$ cat config.mk
export PLATFORM = sky130hd
export DESIGN_NAME = bp_pht_port_scheduler
export DESIGN_NICKNAME = d
export VERILOG_FILES = /design/src/rtl/bp_pht_port_scheduler.sv
export SDC_FILE = /design/constraint.sdc
export NUM_CORES = 1
export LEC_CHECK = 0
export ABC_CLOCK_PERIOD_IN_PS = 3100
export CAP_MARGIN = 20
export CORE_MARGIN = 8
export CORE_UTILIZATION = 44
export DETAILED_ROUTE_END_ITERATION = 8
export PLACE_DENSITY = 0.84
export SYNTH_ARGS = -nofsm -noshare
export SYNTH_HDL_FRONTEND = slang
export SYNTH_SLANG_ARGS = --single-unit
$ cat constraint.sdc
create_clock -name clk -period 3.1 [get_ports clk]
set_input_delay 0.465 -clock clk [delete_from_list [all_inputs] [get_ports clk]]
set_output_delay 0.465 -clock clk [all_outputs]
set_load 0.02 [all_outputs]
$ cat src/rtl/bp_pht_port_scheduler.sv
// Arbitrates the single PHT port between fetch lookups and buffered
// execute-stage updates, and sweeps the table to weakly-not-taken after reset/clear.
module bp_pht_port_scheduler #(
   parameter int PC_WIDTH   = 32,
   parameter int INDEX_BITS = 6,
   parameter int UQ_DEPTH   = 4,
   parameter int MAX_DEFER  = 8
) (
   input  logic                  clk,
   input  logic                  reset,
   input  logic                  clear,
   input  logic                  lk_valid,
   input  logic [PC_WIDTH-1:0]   lk_pc,
   output logic                  lk_ready,
   input  logic                  upd_valid,
   input  logic [PC_WIDTH-1:0]   upd_pc,
   input  logic                  upd_taken,
   output logic                  upd_ready,
   output logic                  pred_valid,
   output logic                  pred_taken,
   output logic                  busy_init,
   output logic                  pht_en,
   output logic                  pht_we,
   output logic [INDEX_BITS-1:0] pht_idx,
   output logic [1:0]            pht_wdata,
   input  logic [1:0]            pht_rdata
);

   localparam int PTR_W = (UQ_DEPTH > 1) ? $clog2(UQ_DEPTH) : 1;
   localparam int CNT_W = PTR_W + 1;
   localparam int DEF_W = $clog2(MAX_DEFER + 1);

   localparam logic [1:0] ST_RST    = 2'd0;
   localparam logic [1:0] ST_INIT   = 2'd1;
   localparam logic [1:0] ST_RUN    = 2'd2;
   localparam logic [1:0] ST_UPD_WR = 2'd3;

   logic [1:0]            state, state_nxt;
   logic [INDEX_BITS-1:0] init_cnt;
   logic [DEF_W-1:0]      defer_cnt;
   logic [INDEX_BITS-1:0] fifo_idx   [UQ_DEPTH];
   logic                  fifo_taken [UQ_DEPTH];
   logic [PTR_W-1:0]      wr_ptr, rd_ptr;
   logic [CNT_W-1:0]      count;

   logic                  fifo_empty, fifo_full, push, pop, grant, start_upd;
   logic [INDEX_BITS-1:0] lk_idx, head_idx;
   logic                  head_taken;
   logic [1:0]            upd_wdata;
   logic                  unused_pc_bits;

   assign lk_idx     = lk_pc[INDEX_BITS+1:2];
   assign head_idx   = fifo_idx[rd_ptr];
   assign head_taken = fifo_taken[rd_ptr];
   assign fifo_empty = (count == '0);
   assign fifo_full  = (count == CNT_W'(UQ_DEPTH));
   assign upd_ready  = !fifo_full;
   assign push       = upd_valid && upd_ready && !clear;
   assign busy_init  = (state == ST_RST) || (state == ST_INIT);
   assign pred_taken = pred_valid & pht_rdata[1];
   assign unused_pc_bits = ^{lk_pc[PC_WIDTH-1:INDEX_BITS+2], lk_pc[1:0],
                             upd_pc[PC_WIDTH-1:INDEX_BITS+2], upd_pc[1:0]};

   // Two-bit saturating counter step toward the resolved direction.
   always_comb begin
      upd_wdata = pht_rdata;
      if (head_taken) begin
         if (pht_rdata != 2'b11) upd_wdata = pht_rdata + 2'b01;
      end else begin
         if (pht_rdata != 2'b00) upd_wdata = pht_rdata - 2'b01;
      end
   end

   // NOTE: every output of this block gets a default first so no latch is inferred.
   always_comb begin
      state_nxt = state;
      lk_ready  = 1'b0;
      pht_en    = 1'b0;
      pht_we    = 1'b0;
      pht_idx   = '0;
      pht_wdata = 2'b00;
      grant     = 1'b0;
      start_upd = 1'b0;
      pop       = 1'b0;
      if (clear) begin
         state_nxt = ST_INIT;
      end else begin
         case (state)
            ST_RST: state_nxt = ST_INIT;
            ST_INIT: begin
               pht_en    = 1'b1;
               pht_we    = 1'b1;
               pht_idx   = init_cnt;
               pht_wdata = 2'b01;
               if (init_cnt == '1) state_nxt = ST_RUN;
            end
            ST_RUN: begin
               // A starving update wins over lookups once deferral is exhausted.
               if (!fifo_empty && (fifo_full || defer_cnt == DEF_W'(MAX_DEFER)))
                  start_upd = 1'b1;
               else if (lk_valid)
                  grant = 1'b1;
               else if (!fifo_empty)
                  start_upd = 1'b1;
               if (grant) begin
                  lk_ready = 1'b1;
                  pht_en   = 1'b1;
                  pht_idx  = lk_idx;
               end
               if (start_upd) begin
                  pht_en    = 1'b1;
                  pht_idx   = head_idx;
                  state_nxt = ST_UPD_WR;
               end
            end
            default: begin
               pht_en    = 1'b1;
               pht_we    = 1'b1;
               pht_idx   = head_idx;
               pht_wdata = upd_wdata;
               pop       = 1'b1;
               state_nxt = ST_RUN;
            end
         endcase
      end
   end

   // NOTE: non-blocking assignments for all state so every register samples pre-edge values.
   always_ff @(posedge clk or negedge reset) begin
      if (!reset) begin
         state      <= ST_RST;
         init_cnt   <= '0;
         defer_cnt  <= '0;
         pred_valid <= 1'b0;
         wr_ptr     <= '0;
         rd_ptr     <= '0;
         count      <= '0;
      end else begin
         state      <= state_nxt;
         pred_valid <= grant;
         if (clear) begin
            init_cnt  <= '0;
            defer_cnt <= '0;
            wr_ptr    <= '0;
            rd_ptr    <= '0;
            count     <= '0;
         end else begin
            if (state == ST_INIT) init_cnt <= init_cnt + 1'b1;
            if (start_upd)
               defer_cnt <= '0;
            else if (grant && !fifo_empty)
               defer_cnt <= defer_cnt + 1'b1;
            if (push) wr_ptr <= wr_ptr + 1'b1;
            if (pop)  rd_ptr <= rd_ptr + 1'b1;
            count <= count + CNT_W'(push) - CNT_W'(pop);
         end
      end
   end

   // NOTE: FIFO payload has no reset; occupancy is tracked by count, so stale entries are never used.
   always_ff @(posedge clk) begin
      if (push) begin
         fifo_idx[wr_ptr]   <= upd_pc[INDEX_BITS+1:2];
         fifo_taken[wr_ptr] <= upd_taken;
      end
   end

endmodule
; After elaboration in Yosys (flattened, before gate mapping)
; Memories as Yosys holds them, arrays and structs flattened.
; Cells that the tools add are included.
[op_classes]
n_addsub = 8
eq_ne = 8
muxes = 48
bitwise_logic = 1
n_reduce_logical = 19
[op_table]
columns = op, count
row1 = $mux 6, 5
row2 = $mux 1, 24
row3 = $mux 2, 11
row4 = $pmux 6 s3, 1
row5 = $mux 4, 3
row6 = $reduce_bool 2->1, 4
row7 = $add 2x1->2 const B, 3
row8 = $add 6x1->6 const B, 1
row9 = $eq 6x6->1 const B, 1
row10 = $pmux 2 s3, 1
row11 = $add 4x1->4 const B, 1
row12 = $eq 4x4->1 const B, 1
row13 = $logic_and 1x1->1, 4
row14 = $pmux 2 s2, 1
row15 = $add 3x1->3, 1
row16 = $eq 3x3->1 const B, 1
row17 = $logic_not 1->1, 3
row18 = $logic_not 3->1, 1
row19 = $mux 3, 1
row20 = $ne 3x2->1 const B, 1
row21 = $ne 3x3->1 const B, 1
row22 = $reduce_bool 3->1, 1
row23 = $reduce_or 3->1, 1
row24 = $sub 3x1->3, 1
row25 = other kinds (10), 11
[word_totals]
reg_bits = 20
ramBits = 28
inputBits = 72
output_inout_bits = 15
wordCells = 93
memories = 2
[memory_table]
columns = memory, words, width, read_ports, rd_clocked_by_memory_dff, wr, line
row1 = fifo_idx, 4, 6, 1, 0, 1, 41  ; logic [INDEX_BITS-1:0] fifo_idx [UQ_DEPTH];
row2 = fifo_taken, 4, 1, 1, 0, 1, 42  ; logic fifo_taken [UQ_DEPTH];

; Depth between registers and ports, before layout
; Gate-level depths: netlist (run 1).
[depth]
depth_word = 12
mapped_depth = 11
depth_no_buf = 11

; Least setup slack after synthesis (run 1)
; Ideal clock, no wire load.
[synth_timing]
path_kind = register to register
startpoint = reg count[1]
endpoint = reg count[2]
setup_ns = 0.132
t_arrival_ns = 2.260
t_required_ns = 2.968
slack_ns = 0.708
stages_incl_launch_ff = 12
n_path_buf = 0
synth_period_minus_slack_ns = 2.392
cell_sequence = dfrtp_1 -> or3b_2 -> nand2_1 -> nor2_1 -> inv_1 -> ha_1 -> inv_1 -> ha_1 -> inv_1 -> fa_1 -> xnor2_1 -> nor2_1
[synth_between]
elab_chain_cells = 7
[synth_rtl]
columns = element, line
row1 = "start, declared", 44  ; logic [CNT_W-1:0] count;
row2 = "start signal, assigned", 155  ; count <= count + CNT_W'(push) - CNT_W'(pop);
row3 = $eq 3x3->1, 56  ; assign fifo_full = (count == CNT_W'(UQ_DEPTH));
row4 = $logic_not 1->1, 57  ; assign upd_ready = !fifo_full;
row5 = net upd_ready, 18  ; output logic upd_ready,
row6 = $logic_and 1x1->1 (2 in a row), 58  ; assign push = upd_valid && upd_ready && !clear;
row7 = $add 3x1->3, 155
row8 = $sub 3x1->3, 155
row9 = $mux 3, 141  ; if (clear) begin
; The timed path passes the listed nets, and every way through them passes these cells.
; A chain may end at the register's enable or synchronous reset.

; Worst setup path after layout (run 1)
[layout_timing]
startpoint = reg defer_cnt[0]
endpoint = out pht_idx[1]
[layout_between]
elab_chain_cells = 10
word_cells_on_any_way = 13
cone_classes = eq/ne (1) / mux (10) / reduce/logical (2)
[layout_rtl]
columns = element, line
row1 = "start, declared", 40  ; logic [DEF_W-1:0] defer_cnt;
row2 = "start signal, assigned", 152  ; defer_cnt <= defer_cnt + 1'b1;
row3 = $eq 4x4->1 (*), 99  ; if (!fifo_empty && (fifo_full || defer_cnt == DEF_W'(MAX_DEFER)))
row4 = $logic_or 1x1->1 (*), 99
row5 = $logic_and 1x1->1 (*), 99
row6 = $mux 1, 99
row7 = $mux 1, 88  ; case (state)
row8 = $mux 1, 85  ; if (clear) begin
row9 = $mux 6, 105  ; if (grant) begin
row10 = $mux 6 (*), 110  ; if (start_upd) begin
row11 = $pmux 6 s3 (*), 88
row12 = $mux 6 (*), 85
row13 = "end, declared", 24  ; output logic [INDEX_BITS-1:0] pht_idx,
; Mark *: on every way between the ends. The rest lies on a longest branch, timed or not. The select of a mux whose other input is x is not followed.

==> results of run 1 <==
[layout by cell type, fill, tap and decap left out, drive strengths merged, types with 7 or more instances in the layout]
cell type,instances
clkdlybuf4s50,34
edfxtp,28
nor2,20
dfrtp,20
inv,19
nand2,10
ha,9
mux4,7
xor2,7
[worst paths after layout]
path,cells past startpoint,endpoint,start,slack [ns]
setup reg to reg,11,count[2],count[1],0.57
hold / removal,2,defer_cnt[3],defer_cnt[3],0.58
min in group asynchronous,1,count[1],reset,0.68
max in group asynchronous,1,state[0],reset,1.85
hold reg to reg,2,defer_cnt[3],defer_cnt[3],0.58
setup / recovery,8,pht_idx[1],defer_cnt[0],0.08
[through the flow]
step	utilization	setup slack [ns]	power, mW	area, µm²
finish	0.5620	0.08489	1.222	2870
global route	0.5620	0.004082	1.279	2870
CTS	0.5620	0.06209	1.236	2870
detailed placement	0.5451	0.1152	0.8678	2784
global placement	0.5451	0.1703	0.8609	2784
floorplan	-	0.7080	0.7961	2337
[power by group]
part           total (mW)  switching (mW)  internal [mW]
combinational       0.139          0.0721         0.0665
clock               0.369           0.211          0.158
sequential          0.715          0.0151          0.699
total                1.22           0.298          0.924
[worst max-delay path, delay by kind of cell (launching register included)]
family / cells / cell delay, ns
buffers and inverters: 3 / 0.85
AO/OA/AOI/OAI: 3 / 0.59
flip-flops: 1 / 0.43
AND/OR/NAND/NOR: 1 / 0.22
adder cells (fa/ha/maj): 1 / 0.15
[state kept, by name (all words and copies together), names as in the netlist]
signal      count
fifo_idx       24
init_cnt        6
defer_cnt       4
fifo_taken      4
count           3
rd_ptr          2
state           2
wr_ptr          2
pred_valid      1
[final cells by class]
type                       instances  area (µm²)
sequential                        48        1341
clock inverter                     3       17.52
timing repair buffer              40       385.4
inverter                          18       67.56
clock buffer                       5       68.82
fill                             444        2237
tap                               70       87.58
multi-input combinational        115       902.1
[cell families (layout without fill, tap and decap cells)]
logic type,after synthesis,in the layout,share of synthesized area
adder cells (fa/ha/maj),11,11,0.06103
AND/OR/NAND/NOR,58,58,0.1253
buffers and inverters,23,66,0.04015
XOR/XNOR,12,12,0.04497
flip-flops,48,48,0.5739
AO/OA/AOI/OAI,25,25,0.07870
multiplexers,9,9,0.07602
[layer usage]
metal,wire length (µm),GRT usage,part of all wire
met1,2104,0.1493,0.43
met2,2389,0.2284,0.49
met3,301,0.03993,0.062
met4,66,0.05069,0.014
met5,0,0,0
==> flow_summary_export.csv, run 1 <==
group,metric,value,unit
run_status,status,"completed",
timing,slew_headroom,0.3702,
clock_tree,cts_root_buffer,"clkbuf_8",
worst_setup_path,path_class,"flop to output port",
placement,io_buffers,34,
power,power_leakage,1.115,nW
route,post_drt_wl_per_cell,16.26,µm
timing,setup_violations,0,
global_routing,grtUsageTotal,0.1325,
logic_synthesis,async_flop_share,0.4167,
timing,rsz0062_at_grt,"false",
logic_synthesis,synth_top_area_cell,"edfxtp_1",
timing,fmax,0.3317,GHz
clock_tree,ctsResizeCount,0,
timing,min_period,3.015,ns
die,ios,87,
logic_synthesis,synth_top_area_share,0.3597,
logic_synthesis,synth_area_per_cell,12.57,µm²
route,drt_iter0_markers,154,
worst_setup_path,required,2.63,ns
final_layout,area_growth_syn_to_layout,22.80,%
logic_synthesis,synth_seq_cells,48,
route,antenna_left,0,
worst_setup_path,max_stage_delay,0.61,ns
die,fp.dieH,88.88,µm
logic_synthesis,yosysUniqueCellTypes,38,
die,dieArea,7900,µm²
power,ir_drop,0.2201,mV
die,start_util,0.4576,
logic_synthesis,netlist_area,2337,µm²
placement,gp_congestion,0.8103,
worst_setup_path,worstPathCellList,"inv_1 -> ha_1 -> and3b_4 -> o21ai_1 -> buf_4 -> a211oi_1 -> a221o_1 -> clkdlybuf4s50_1",
timing,slew_viol_final,0,
clock_tree,htreeDepth,2,
route,drc,0,
worst_setup_path,crit_slowest_cell,"clkdlybuf4s50_1",
worst_setup_path,cp-start-kind,"flop",
logic_synthesis,synth_edf_count,28,
worst_setup_path,cp.arrival,2.55,ns
final_layout,drive_above_1_share,0.1092,
clock_tree,cts_buffer_depth,2,
die,die_w,88.88,µm
power,cellPowerDensity,425.7,nW/µm²
clock_tree,clk_latency,0.31,ns
final_layout,nets,310,
clock_tree,tritoncts,"built",
route,wl,4862,µm
global_routing,grt_max_degree,21,
route,viasPerCell,5.274,
logic_synthesis,ys_seq_area_frac,0.5739,
clock_tree,cts_setup_buffers,0,
logic_synthesis,yosysWarnings,0,
global_routing,grt_pass1_wl,7783,µm
worst_setup_path,critPathCaptureType,"output port",
logic_synthesis,yosys.cell_count.top_type,"edfxtp_1",
clock_tree,cts_buffers,5,
logic_synthesis,synth_commonest_cells,"edfxtp_1 (28), dfrtp_1 (20), nor2_1 (20)",
clock_tree,hold_buffers,0,
worst_setup_path,worstPathMaxFanout,7,
global_routing,grt_pass1_vias,1674,
global_routing,antenna_found_initial,0,
global_routing,grt-ovfl-total,0,
clock_tree,clkSinkCount,48,
placement,hpwl,3582,µm
route,first_pass_iters,4,
flow_run,max-cap-violations,0,
clock_tree,path_clk_slew,0.09,ns
timing,tns,0,ns
timing,clock_skew,0.008580,ns
timing,fin_crit_sh,0.9726,
final_layout,diodes,0,
timing,whs,0.5778,ns
logic_synthesis,syn_inst,186,
route,vias,1577,
die,rows,26,
placement,placedCellCount,291,
logic_synthesis,synth.area.top_cells,"edfxtp_1 (36%), dfrtp_1 (21%), mux4_2 (6.7%)",
timing,hold_viol,0,
logic_synthesis,syn_nets,268,
die,coreArea,5107,µm²
final_layout,layout.cells.non_filler,299,
worst_hold_path,worstHoldPathType,"flop to flop",
logic_synthesis,ys.flop_type,"edfxtp_1",
timing,worstMarginPinSlew,0.9417,ns
(Power assumes the default switching activity.)
==> inputs of run 2 (changes only) <==
--- a/config.mk
+++ b/config.mk
@@ -5,7 +5,7 @@
 export SDC_FILE = /design/constraint.sdc
 export NUM_CORES = 1
 export LEC_CHECK = 0
-export ABC_CLOCK_PERIOD_IN_PS = 3100
+export ABC_CLOCK_PERIOD_IN_PS = 3200
 export CAP_MARGIN = 20
 export CORE_MARGIN = 8
 export CORE_UTILIZATION = 44
==> constraint.sdc (replaced) <==
create_clock -name clk -period 3.2 [get_ports clk]
set_input_delay 0.48 -clock clk [delete_from_list [all_inputs] [get_ports clk]]
set_output_delay 0.48 -clock clk [all_outputs]
set_load 0.02 [all_outputs]
==> run 2 against run 1 <==
  * Combinational power is 4% lower
  * Wire length is 2.4% lower
  * Register-to-register slack better by 0.16 ns
  * Global-route usage is 0.12 points lower
==> flow_summary_export.csv, run 2 (same netlist as run 1, synthesis figures left out) <==
group,metric,value,unit
die,fp.dieH,88.88,µm
global_routing,antenna_found_initial,0,
global_routing,grt_pass1_vias,1630,
final_layout,utilization,0.5610,
worst_setup_path,timing.rr.start,"count[1]",
route,viasPerCell,5.188,
final_layout,layout.area.seq,1341,µm²
final_layout,multi_input_area,902.1,µm²
clock_tree,hold_buffers,0,
timing,min_period,2.973,ns
global_routing,grt-ovfl-total,0,
final_layout,largest_register,"fifo_idx",
placement,hpwl,3468,µm
power,p_seq_frac,0.590,
timing,rsz0062_at_grt,"false",
worst_setup_path,path_class,"flop to output port",
clock_tree,htreeDepth,2,
route,vias,1546,
route,antenna_left,0,
die,coreArea,5107,µm²
worst_setup_path,rr_worst_depth,11,
timing,clock_skew,0.006831,ns
timing,fin_crit_sh,0.9290,
clock_tree,tritoncts,"built",
power,clockPowerShare,0.296,
worst_setup_path,required,2.72,ns
flow_run,max-cap-violations,0,
final_layout,drive_above_1_share,0.1053,
worst_setup_path,cp.arrival,2.49,ns
timing,slew_viol_final,0,
final_layout,fillCellCount,445,
worst_setup_path,r2r_end,"count[2]",
worst_setup_path,reg2reg_setup_slack,0.73,ns
clock_tree,clkSinkCount,48,
worst_hold_path,worstHoldPathType,"flop to flop",
worst_setup_path,crit_start,"rd_ptr[0]",
placement,gp_congestion,0.8030,
clock_tree,path_clk_slew,0.09,ns
route,first_pass_iters,4,
die,die_w,88.88,µm
final_layout,top_regs,"fifo_idx x24, init_cnt x6",
timing,setup_violations,0,
power,combPwrFrac,0.114,
worst_setup_path,cp-start-kind,"flop",
power,intPower,0.8906,mW
die,start_util,0.4576,
timing,tns,0,ns
die,ios,87,
worst_setup_path,worstPathMaxFanout,6,
global_routing,grtUsageTotal,0.1313,
global_routing,grt_max_degree,21,
final_layout,area_growth_syn_to_layout,22.59,%
timing,slew_headroom,0.3824,
power,ir_drop,0.1836,mV
global_routing,grt-busiest-layer,"met2",
power,p_sw_frac,0.2406,
route,drt_iter0_markers,188,
run_status,status,"completed",
route,drc,0,
global_routing,grt_use_met3,0.03993,
final_layout,largest_reg_flops,24,
timing,hold_viol,0,
final_layout,final_cell_mix,"clkdlybuf4s50_1 (34), edfxtp_1 (28), nor2_1 (20), dfrtp_1 (20), inv_1 (17)",
global_routing,grt_pass1_wl,7838,µm
global_routing,grt_use_met2,0.2116,
timing,fmax,0.3364,GHz
route,wl,4743,µm
placement,io_buffers,34,
power,power_leakage,1.111,nW
clock_tree,cts_buffers,5,
clock_tree,cts_setup_buffers,0,
timing,worstMarginPinSlew,0.9235,ns
final_layout,layout_commonest_cell,"clkdlybuf4s50_1",
die,rows,26,
worst_setup_path,critPathCaptureType,"output port",
global_routing,grtUsageMet1,0.1560,
die,dieArea,7900,µm²
clock_tree,clk_latency,0.30,ns
final_layout,diodes,0,
final_layout,nets,310,
power,p_sw,0.2822,mW
clock_tree,ctsResizeCount,0,
clock_tree,cts_buffer_depth,2,
clock_tree,cts_root_buffer,"clkbuf_8",
worst_setup_path,endpoint,"pht_idx[1]",
route,post_drt_wl_per_cell,15.92,µm
power,cellPowerDensity,409.3,nW/µm²
-- run 2: changes by cell type in the layout (fill, tap and decap cells not counted), sizes merged --
cell,before,now
inv,19,18
-- run 2: worst min path at each step --
stage / cells past startpoint / to / start / slack (ns)
2_1_floorplan: 0 / count[0] / reset / 0.18
3_3_place_gp: 2 / defer_cnt[3] / defer_cnt[3] / 0.53
3_5_place_dp: 2 / defer_cnt[3] / defer_cnt[3] / 0.54
4_1_cts: 2 / defer_cnt[3] / defer_cnt[3] / 0.55
5_1_grt: 2 / wr_ptr[1] / wr_ptr[1] / 0.63
6_report: 2 / defer_cnt[3] / defer_cnt[3] / 0.55
-- run 2: per-stage QoR --
stage	setup WS, ns	cell area [µm²]	instances	power (mW)	hold slack (ns)
4_1_cts	0.1946	2865	298	1.181	0.5546
3_5_place_dp	0.2449	2784	291	0.8398	0.5380
6_report	0.2272	2865	298	1.173	0.5530
3_3_place_gp	0.2557	2784	291	0.8344	0.5314
5_1_grt	0.08600	2865	298	1.235	0.6288
2_1_floorplan	0.8080	2337	186	0.7712	0.1844
-- run 2: routing by layer --
| metal | up-vias | share of wire |
|---|---|---|
| met1 | 739 | 0.44 |
| met3 | 9 | 0.068 |
| li1 | 750 | - |
| met5 | - | 0 |
| met4 | 0 | 0.023 |
| met2 | 48 | 0.47 |
-- run 2: worst max-delay path, cell delays in order, from the launching register on --
cell	delay (ns)
dfrtp_1	0.49
buf_4	0.23
mux4_2	0.53
inv_1	0.08
a211oi_1	0.06
a221o_1	0.26
clkdlybuf4s50_1	0.55
-- run 2: final cells by class --
cell class              count  share of cell area
inverters                  18             0.02358
flip-flops and latches     48              0.4681
well taps                  70             0.03057
clock inverters             2            0.004367
repair buffers             40              0.1345
clock buffers               5             0.02402
multi-input cells         115              0.3148
-- run 2: power groups by stage --
stage | registers [mW] | logic, mW | clock network (mW)
after floorplan | 0.701 | 0.0699 | 0
after global placement | 0.704 | 0.130 | 0
after detailed placement | 0.705 | 0.135 | 0
after CTS | 0.692 | 0.135 | 0.354
after global routing | 0.694 | 0.149 | 0.391
final | 0.692 | 0.134 | 0.348
